### config.mk
export PLATFORM = sky130hd
export DESIGN_NAME = fix_session_arbiter_flat
export DESIGN_NICKNAME = d
export VERILOG_FILES = /design/src/rtl/fix_session_arbiter_if.sv /design/src/rtl/fix_session_arbiter.sv /design/src/flat_wrapper.sv
export SDC_FILE = /design/constraint.sdc
export NUM_CORES = 1
export LEC_CHECK = 0
export CAP_MARGIN = 5
export CORE_MARGIN = 2
export CORE_UTILIZATION = 40
export DETAILED_ROUTE_END_ITERATION = 10
export PLACE_DENSITY = 0.76
export SKIP_LAST_GASP = 1
export SYNTH_ARGS = -nofsm -noshare
export SYNTH_HDL_FRONTEND = slang
export SYNTH_SLANG_ARGS = --single-unit
### constraint.sdc
create_clock -name clk -period 3.5 [get_ports clk]
set_clock_uncertainty 0.1 [all_clocks]
set_input_delay 0.525 -clock clk [delete_from_list [all_inputs] [get_ports clk]]
set_output_delay 0.525 -clock clk [all_outputs]
set_load 0.05 [all_outputs]
### src/rtl/fix_session_arbiter_if.sv
`default_nettype none
//------------------------------------------------------------------------------
// Interface : fix_session_arbiter_if
// Purpose   : Bundles the session-side and parser-side handshake signals of
//             fix_session_arbiter.
// Ports     : sess_valid_i/sess_data_i/sess_ready_o - N_SESS byte streams in
//             par_valid_o/par_data_o/par_ready_i     - merged stream to parser
//             par_ctrl_o, grant_o, busy_o, msg_done_o, err_ovf_o - status
//             Modport slave is the arbiter view; master is the environment.
// Revision  : 1.0 - initial release
//------------------------------------------------------------------------------
interface fix_session_arbiter_if #(
  parameter int N_SESS = 4
) ();
  localparam int c_gw = $clog2(N_SESS);

  logic [N_SESS-1:0]   sess_valid_i;
  logic [8*N_SESS-1:0] sess_data_i;
  logic [N_SESS-1:0]   sess_ready_o;
  logic                par_valid_o;
  logic [7:0]          par_data_o;
  logic                par_ready_i;
  logic                par_ctrl_o;
  logic [c_gw-1:0]     grant_o;
  logic                busy_o;
  logic                msg_done_o;
  logic                err_ovf_o;

  modport slave (
    input  sess_valid_i, sess_data_i, par_ready_i,
    output sess_ready_o, par_valid_o, par_data_o, par_ctrl_o,
           grant_o, busy_o, msg_done_o, err_ovf_o
  );

  modport master (
    output sess_valid_i, sess_data_i, par_ready_i,
    input  sess_ready_o, par_valid_o, par_data_o, par_ctrl_o,
           grant_o, busy_o, msg_done_o, err_ovf_o
  );
endinterface
`default_nettype wire

### src/rtl/fix_session_arbiter.sv
`default_nettype none
//------------------------------------------------------------------------------
// Module   : fix_session_arbiter
// Purpose  : Round-robin multiplexer of N_SESS FIX byte streams onto a single
//            parser. A whole message is forwarded from one session, prefixed
//            with an injected SOH, and ends on the SOH that follows the
//            "10=" checksum field. Messages reaching MAX_BYTES without an end
//            are aborted.
// Ports    : clk, rst_n (async, active-low)
//            bus (slave) - session inputs, parser output, grant and status
// Revision : 1.0 - initial release
//------------------------------------------------------------------------------
module fix_session_arbiter #(
  parameter int N_SESS    = 4,
  parameter int MAX_BYTES = 1024
) (
  input  logic                 clk,
  input  logic                 rst_n,
  fix_session_arbiter_if.slave bus
);
  localparam int              c_gw  = $clog2(N_SESS);
  localparam int              c_cw  = $clog2(MAX_BYTES + 1);
  localparam logic [c_cw-1:0] c_max = c_cw'(MAX_BYTES);
  localparam logic [7:0]      c_soh = 8'h01;

  typedef enum logic [1:0] {
    IDLE = 2'd0,
    INJ  = 2'd1,
    XFER = 2'd2,
    GAP  = 2'd3
  } state_t;

  state_t          state_q, state_d;
  logic [c_gw-1:0] grant_q, grant_d;
  logic [c_gw-1:0] last_grant_q, last_grant_d;
  logic [c_cw-1:0] byte_cnt_q, byte_cnt_d;
  // Trailer match progress: 0 none, 1 after SOH, 2 after "1", 3 after "10".
  logic [1:0]      match_q, match_d;
  logic            cks_seen_q, cks_seen_d;
  logic            par_ctrl_q, par_ctrl_d;
  logic            msg_done_q, msg_done_d;
  logic            err_ovf_q, err_ovf_d;

  logic [c_gw-1:0]   rr_sel;
  logic [c_gw-1:0]   rr_cand;
  logic              rr_found;
  int                rr_idx;
  logic              gnt_valid;
  logic [7:0]        gnt_byte;
  logic              xfer_fire;
  logic              end_hit;
  logic [c_cw-1:0]   cnt_inc;
  logic [N_SESS-1:0] ready_vec;
  logic              out_valid;
  logic [7:0]        out_data;

  assign gnt_valid = bus.sess_valid_i[grant_q];
  assign gnt_byte  = bus.sess_data_i[8*grant_q +: 8];
  assign xfer_fire = (state_q == XFER) && gnt_valid && bus.par_ready_i;
  assign cnt_inc   = (byte_cnt_q == c_max) ? byte_cnt_q : byte_cnt_q + 1'b1;

  // Round-robin search starting at the session after the last one served.
  always_comb begin
    rr_found = 1'b0;
    rr_sel   = '0;
    rr_idx   = 0;
    rr_cand  = '0;
    for (int i = 1; i <= N_SESS; i++) begin
      rr_idx  = (int'(last_grant_q) + i) % N_SESS;
      rr_cand = c_gw'(rr_idx);
      if (!rr_found && bus.sess_valid_i[rr_cand]) begin
        rr_found = 1'b1;
        rr_sel   = rr_cand;
      end
    end
  end

  always_comb begin
    state_d      = state_q;
    grant_d      = grant_q;
    last_grant_d = last_grant_q;
    byte_cnt_d   = byte_cnt_q;
    match_d      = match_q;
    cks_seen_d   = cks_seen_q;
    par_ctrl_d   = 1'b0;
    msg_done_d   = 1'b0;
    err_ovf_d    = 1'b0;
    end_hit      = 1'b0;
    case (state_q)
      IDLE: begin
        if (rr_found) begin
          grant_d    = rr_sel;
          par_ctrl_d = 1'b1;
          state_d    = INJ;
        end
      end
      INJ: begin
        if (bus.par_ready_i) state_d = XFER;
      end
      XFER: begin
        if (xfer_fire) begin
          byte_cnt_d = cnt_inc;
          // Every SOH restarts the trailer match; "10=" only counts when it
          // directly follows an SOH, so body text like "110=" is ignored.
          if (gnt_byte == c_soh) begin
            end_hit = cks_seen_q;
            match_d = 2'd1;
          end else begin
            case (match_q)
              2'd1:    match_d = (gnt_byte == 8'h31) ? 2'd2 : 2'd0;
              2'd2:    match_d = (gnt_byte == 8'h30) ? 2'd3 : 2'd0;
              2'd3: begin
                match_d = 2'd0;
                if (gnt_byte == 8'h3D) cks_seen_d = 1'b1;
              end
              default: match_d = 2'd0;
            endcase
          end
          // A normal end takes priority over an overlength on the same byte.
          if (end_hit) begin
            msg_done_d   = 1'b1;
            last_grant_d = grant_q;
            state_d      = GAP;
          end else if (cnt_inc == c_max) begin
            err_ovf_d    = 1'b1;
            last_grant_d = grant_q;
            state_d      = GAP;
          end
        end
      end
      GAP: begin
        byte_cnt_d = '0;
        cks_seen_d = 1'b0;
        match_d    = 2'd0;
        state_d    = IDLE;
      end
      default: state_d = IDLE;
    endcase
  end

  always_comb begin
    ready_vec = '0;
    out_valid = 1'b0;
    out_data  = 8'h00;
    case (state_q)
      INJ: begin
        out_valid = 1'b1;
        out_data  = c_soh;
      end
      XFER: begin
        out_valid          = gnt_valid;
        out_data           = gnt_byte;
        ready_vec[grant_q] = bus.par_ready_i;
      end
      default: ;
    endcase
  end

  always_ff @(posedge clk or negedge rst_n) begin
    if (!rst_n) begin
      state_q      <= IDLE;
      grant_q      <= '0;
      last_grant_q <= c_gw'(N_SESS - 1);
      byte_cnt_q   <= '0;
      match_q      <= 2'd0;
      cks_seen_q   <= 1'b0;
      par_ctrl_q   <= 1'b0;
      msg_done_q   <= 1'b0;
      err_ovf_q    <= 1'b0;
    end else begin
      state_q      <= state_d;
      grant_q      <= grant_d;
      last_grant_q <= last_grant_d;
      byte_cnt_q   <= byte_cnt_d;
      match_q      <= match_d;
      cks_seen_q   <= cks_seen_d;
      par_ctrl_q   <= par_ctrl_d;
      msg_done_q   <= msg_done_d;
      err_ovf_q    <= err_ovf_d;
    end
  end

  assign bus.sess_ready_o = ready_vec;
  assign bus.par_valid_o  = out_valid;
  assign bus.par_data_o   = out_data;
  assign bus.par_ctrl_o   = par_ctrl_q;
  assign bus.grant_o      = grant_q;
  assign bus.busy_o       = (state_q == INJ) || (state_q == XFER);
  assign bus.msg_done_o   = msg_done_q;
  assign bus.err_ovf_o    = err_ovf_q;
endmodule
`default_nettype wire

### src/flat_wrapper.sv
// flat-port wrapper written by rule: the top's interface ports become plain ports
module fix_session_arbiter_flat 
#(
  parameter int N_SESS    = 4,
  parameter int MAX_BYTES = 1024
)
  (clk, rst_n, bus_sess_valid_i, bus_sess_data_i, bus_par_ready_i, bus_sess_ready_o, bus_par_valid_o, bus_par_data_o, bus_par_ctrl_o, bus_grant_o, bus_busy_o, bus_msg_done_o, bus_err_ovf_o);
  fix_session_arbiter_if #(.N_SESS(N_SESS)) bus_i ();
  input  logic clk;
  input  logic rst_n;
  input wire logic [$bits(bus_i.sess_valid_i)-1:0] bus_sess_valid_i;
  input wire logic [$bits(bus_i.sess_data_i)-1:0] bus_sess_data_i;
  input wire logic [$bits(bus_i.par_ready_i)-1:0] bus_par_ready_i;
  output wire logic [$bits(bus_i.sess_ready_o)-1:0] bus_sess_ready_o;
  output wire logic [$bits(bus_i.par_valid_o)-1:0] bus_par_valid_o;
  output wire logic [$bits(bus_i.par_data_o)-1:0] bus_par_data_o;
  output wire logic [$bits(bus_i.par_ctrl_o)-1:0] bus_par_ctrl_o;
  output wire logic [$bits(bus_i.grant_o)-1:0] bus_grant_o;
  output wire logic [$bits(bus_i.busy_o)-1:0] bus_busy_o;
  output wire logic [$bits(bus_i.msg_done_o)-1:0] bus_msg_done_o;
  output wire logic [$bits(bus_i.err_ovf_o)-1:0] bus_err_ovf_o;
  assign bus_i.sess_valid_i = bus_sess_valid_i;
  assign bus_i.sess_data_i = bus_sess_data_i;
  assign bus_i.par_ready_i = bus_par_ready_i;
  assign bus_sess_ready_o = bus_i.sess_ready_o;
  assign bus_par_valid_o = bus_i.par_valid_o;
  assign bus_par_data_o = bus_i.par_data_o;
  assign bus_par_ctrl_o = bus_i.par_ctrl_o;
  assign bus_grant_o = bus_i.grant_o;
  assign bus_busy_o = bus_i.busy_o;
  assign bus_msg_done_o = bus_i.msg_done_o;
  assign bus_err_ovf_o = bus_i.err_ovf_o;
  fix_session_arbiter #(.N_SESS(N_SESS), .MAX_BYTES(MAX_BYTES)) u_core (.clk(clk), .rst_n(rst_n), .bus(bus_i));
endmodule
==> results of run 1 <==
## per-layer routing
| layer | vias up | track usage (%) | share of wire [%] |
|---|---|---|---|
| li1 | 931 | - | - |
| met1 | 865 | 25.4 | 46 |
| met2 | 51 | 31.9 | 48 |
| met3 | 8 | 3.98 | 4.7 |
| met4 | 0 | 4.65 | 1.6 |
| met5 | - | 0 | 0 |
## final cells by class
cell class	count	area share (%)
tap	67	3.20
clock inverter	1	0.191
inverter	15	2.15
timing repair buffer	60	22.6
clock buffer	3	1.58
multi-input combinational	169	48.2
sequential	23	22.1
## per-stage QoR
step | hold slack, ns | area [um^2]
final | 0.455 | 2620
after global routing | 0.491 | 2620
after CTS | 0.462 | 2620
after detailed placement | 0.442 | 2570
after global placement | 0.431 | 2570
after floorplan | 0.129 | 1950
## cell usage after synthesis (3+ instances only)
library cell	number	area, um^2
sky130_fd_sc_hd__o21a_1	3	22.5
sky130_fd_sc_hd__nand3_1	5	25.0
sky130_fd_sc_hd__mux2i_1	3	30.0
sky130_fd_sc_hd__mux4_1	8	210
sky130_fd_sc_hd__nand2_1	21	78.8
sky130_fd_sc_hd__and3_1	10	62.6
sky130_fd_sc_hd__dfrtp_1	21	526
sky130_fd_sc_hd__o21ai_0	20	100
sky130_fd_sc_hd__inv_1	15	56.3
sky130_fd_sc_hd__a21oi_1	13	65.1
sky130_fd_sc_hd__nor2b_1	5	31.3
sky130_fd_sc_hd__nor4_1	3	18.8
sky130_fd_sc_hd__clkbuf_1	8	30.0
sky130_fd_sc_hd__ha_1	9	113
sky130_fd_sc_hd__nor2_1	14	52.6
sky130_fd_sc_hd__nand2b_1	3	18.8
sky130_fd_sc_hd__a31oi_1	6	37.5
sky130_fd_sc_hd__xnor2_1	4	35.0
sky130_fd_sc_hd__nand4_1	6	37.5
## report_power, final
part           total [mW]  leakage (nW)  switching, mW  internal, mW
clock network       0.164        0.0255         0.0848        0.0795
logic                1.13         0.735          0.677         0.452
registers           0.426         0.302          0.106         0.321
## critical path, delay by kind of cell, from the launching register on
kind,cells,cell delay [ns]
and+or+nand+nor,1,0.05
buffers and inverters,1,0.69
muxes,1,0.72
AOI/OAI and AO/OA,1,0.18
DFF,1,0.74
## kinds of logic after synthesis
family	after synthesis	synth area share, %
multiplexers	13	13.5
flip-flops	23	29.7
XOR/XNOR	5	2.25
AND/OR/NAND/NOR	82	23.4
buffers and inverters	26	5.52
AO/OA/AOI/OAI	60	19.9
adder cells (fa/ha/maj)	9	5.78
## worst max-delay path by stage
stage                     startpoint                endpoint
2_1_floorplan  u_core.bus.grant_o[1]  u_core.last_grant_q[1]
3_3_place_gp         bus_par_ready_i  u_core.last_grant_q[0]
3_5_place_dp         bus_par_ready_i  u_core.last_grant_q[1]
4_1_cts        u_core.bus.grant_o[0]       bus_par_data_o[0]
5_1_grt        u_core.bus.grant_o[0]       bus_par_data_o[0]
6_report       u_core.bus.grant_o[0]       bus_par_data_o[0]
## flip-flops by register name (all words and copies together) (netlist names)
register	count
u_core.bus.err_ovf_o	1
u_core.bus.grant_o	2
u_core.bus.msg_done_o	1
u_core.bus.par_ctrl_o	1
u_core.byte_cnt_q	11
u_core.cks_seen_q	1
u_core.last_grant_q	2
u_core.match_q	2
u_core.state_q	2
==> run summary, run 1 <==
## Worst setup path
* **top fanout value on the critical path** 15
* **kind of critical path** reg2out
* **Worst Reg2Reg Path Length in Cells** 8
* **worst path required time** 2.87 ns
* **element type at the critical path end** output pin
* **series of cell instances along the critical path** mux4_1 -> a21oi_1 -> nor2b_1 -> clkdlybuf4s50_1
* **startpoint kind of the worst setup timing path** register
* **endpoint of the worst register-to-register path** u_core.last_grant_q[1]
* **delay of the slowest cell on the worst path** 0.74 ns
* **slowest cell on the critical path** sky130_fd_sc_hd__dfrtp_1
* **internal reg-to-reg setup slack** 0.40 ns
* **Arr. time, crit path** 2.64 ns
* **critical register-to-register path startpoint** u_core.state_q[0]

## Floorplan
* **Die Y** 73.8 um
* **number of placement rows** 25
* **area of the core** 4720 um^2
* **die area** 5450 um^2
* **width of the die** 73.8 um
* **ports placed on the boundary** 58
* **Initial Util** 41.3%

## Timing
* **share of the cycle needed by the critical path after routing** 93.4%
* **total count of max-transition violations in the final report** 0
* **Final setup violation count** 0
* **headroom to the max-slew limit** 31.1%
* **Worst Slack Setup Final** 0.232 ns
* **Post-Route Setup TNS** 0 ns
* **RSZ-0062 raised after global routing** no
* **worst-margin pin slew** 1.03 ns
* **upper clock frequency limit** 306 MHz
* **crit path time final** 3.27 ns
* **total count of hold-check failures in the final report** 0

## Drt
* **initial DRC count** 115
* **Residual DRC** 0
* **post-detailed-route count of antenna-violating nets** 0
* **Routed wire per std cell** 14.3 um
* **Via Count** 1855
* **final wirelength** 4.83 mm
* **Pre-antenna DRT Iters** 4
* **drt via density** 5.49

## Placement
* **post-place setup slack** 0.408 ns
* **total instance count after detailed placement** 334
* **half-perimeter wire length after detailed placement** 3.72 mm
* **global placement routability congestion** 0.816
* **IO buf count** 57

## Power
* **worst vdd rail ir drop** 0.472 mV
* **Total Power Consumption** 1.72 mW
* **total power divided by cell area** 656 nW/um^2
* **Pleak** 1.06 nW

## Worst hold path
* **hold path cells** 2
* **Worst Hold End** u_core.match_q[0]
* **type of the most critical hold path** reg2reg
* **hold path start** u_core.match_q[0]

## Global routing
* **global-route wire length before repair** 8.14 mm
* **overflow left after global routing** 0
* **largest net degree at the start of global routing** 24
* **antenna violations before repair** 0
* **vias in the first global route** 1772
* **all-layer global routing usage** 19.2%

## Layout
* **most frequent cells in the layout** 57 x sky130_fd_sc_hd__clkdlybuf4s50_1, 21 x sky130_fd_sc_hd__nand2_1, 21 x sky130_fd_sc_hd__dfrtp_1
* **share of post-route cells with drive strength above 1** 5.17%
* **leading cell type in the layout, fill and taps excluded** sky130_fd_sc_hd__clkdlybuf4s50_1
* **number of inserted diodes** 0
* **sequential cell area in the final layout** 578 um^2
* **non-filler cells in the finished layout** 338
* **area occupied by multi-input gates** 1260 um^2
* **area growth from synthesis to final layout** 34.5%
* **post-layout utilization of the core** 55.5%
* **number of nets in the layout** 320
* **fill count** 426

## Clocking
* **clock tree from TritonCTS** done
* **clock network latency to the later pin of the worst-skew pair** 0.27 ns
* **hold buffers post-CTS** 0
* **count of instances resized after the clock tree is built** 0
* **H-Tree Level Count** 1
* **number of sinks handled by clock tree synthesis** 23
* **Num CTS Buffers** 3
* **clock slew at reported path FFs** 0.08 ns
* **post-CTS repair timing setup buffer count** 0
* **CTS root buffer** sky130_fd_sc_hd__clkbuf_8
* **Clock Path Buffers** 2

## Yosys
* **number of distinct library cells after synthesis** 49
* **Post-Syn Area per Cell** 8.94 um^2
* **Synth async-reset ratio** 100%
* **Cell Area, Synth** 1950 um^2
* **Top FF cell, synth** sky130_fd_sc_hd__dfrtp_1
* **number of synthesized flops with an enable pin** 0
* **instance count of the mapped netlist** 218
* **Synth Register Bits** 23
* **number of nets produced by synthesis** 266
* **number of warnings issued by yosys** 0
* **sequential element share of the synthesized area** 29.7%

## Run
* **# Max-Cap Violations** 0

## Run status
* **status** complete, no violations

Note: power is estimated with default switching activity, not from simulation.
==> inputs of run 2 (changes only) <==
GPL_ROUTABILITY_DRIVEN = 0   (was unset)
==> results of run 2 <==
Final layout, timing and power as in run 1 (identical DEF).
==> inputs of run 3 (changes only) <==
GPL_ROUTABILITY_DRIVEN = unset   (was 0)
==> results of run 3 <==
Final layout, timing and power as in run 1 (identical DEF).
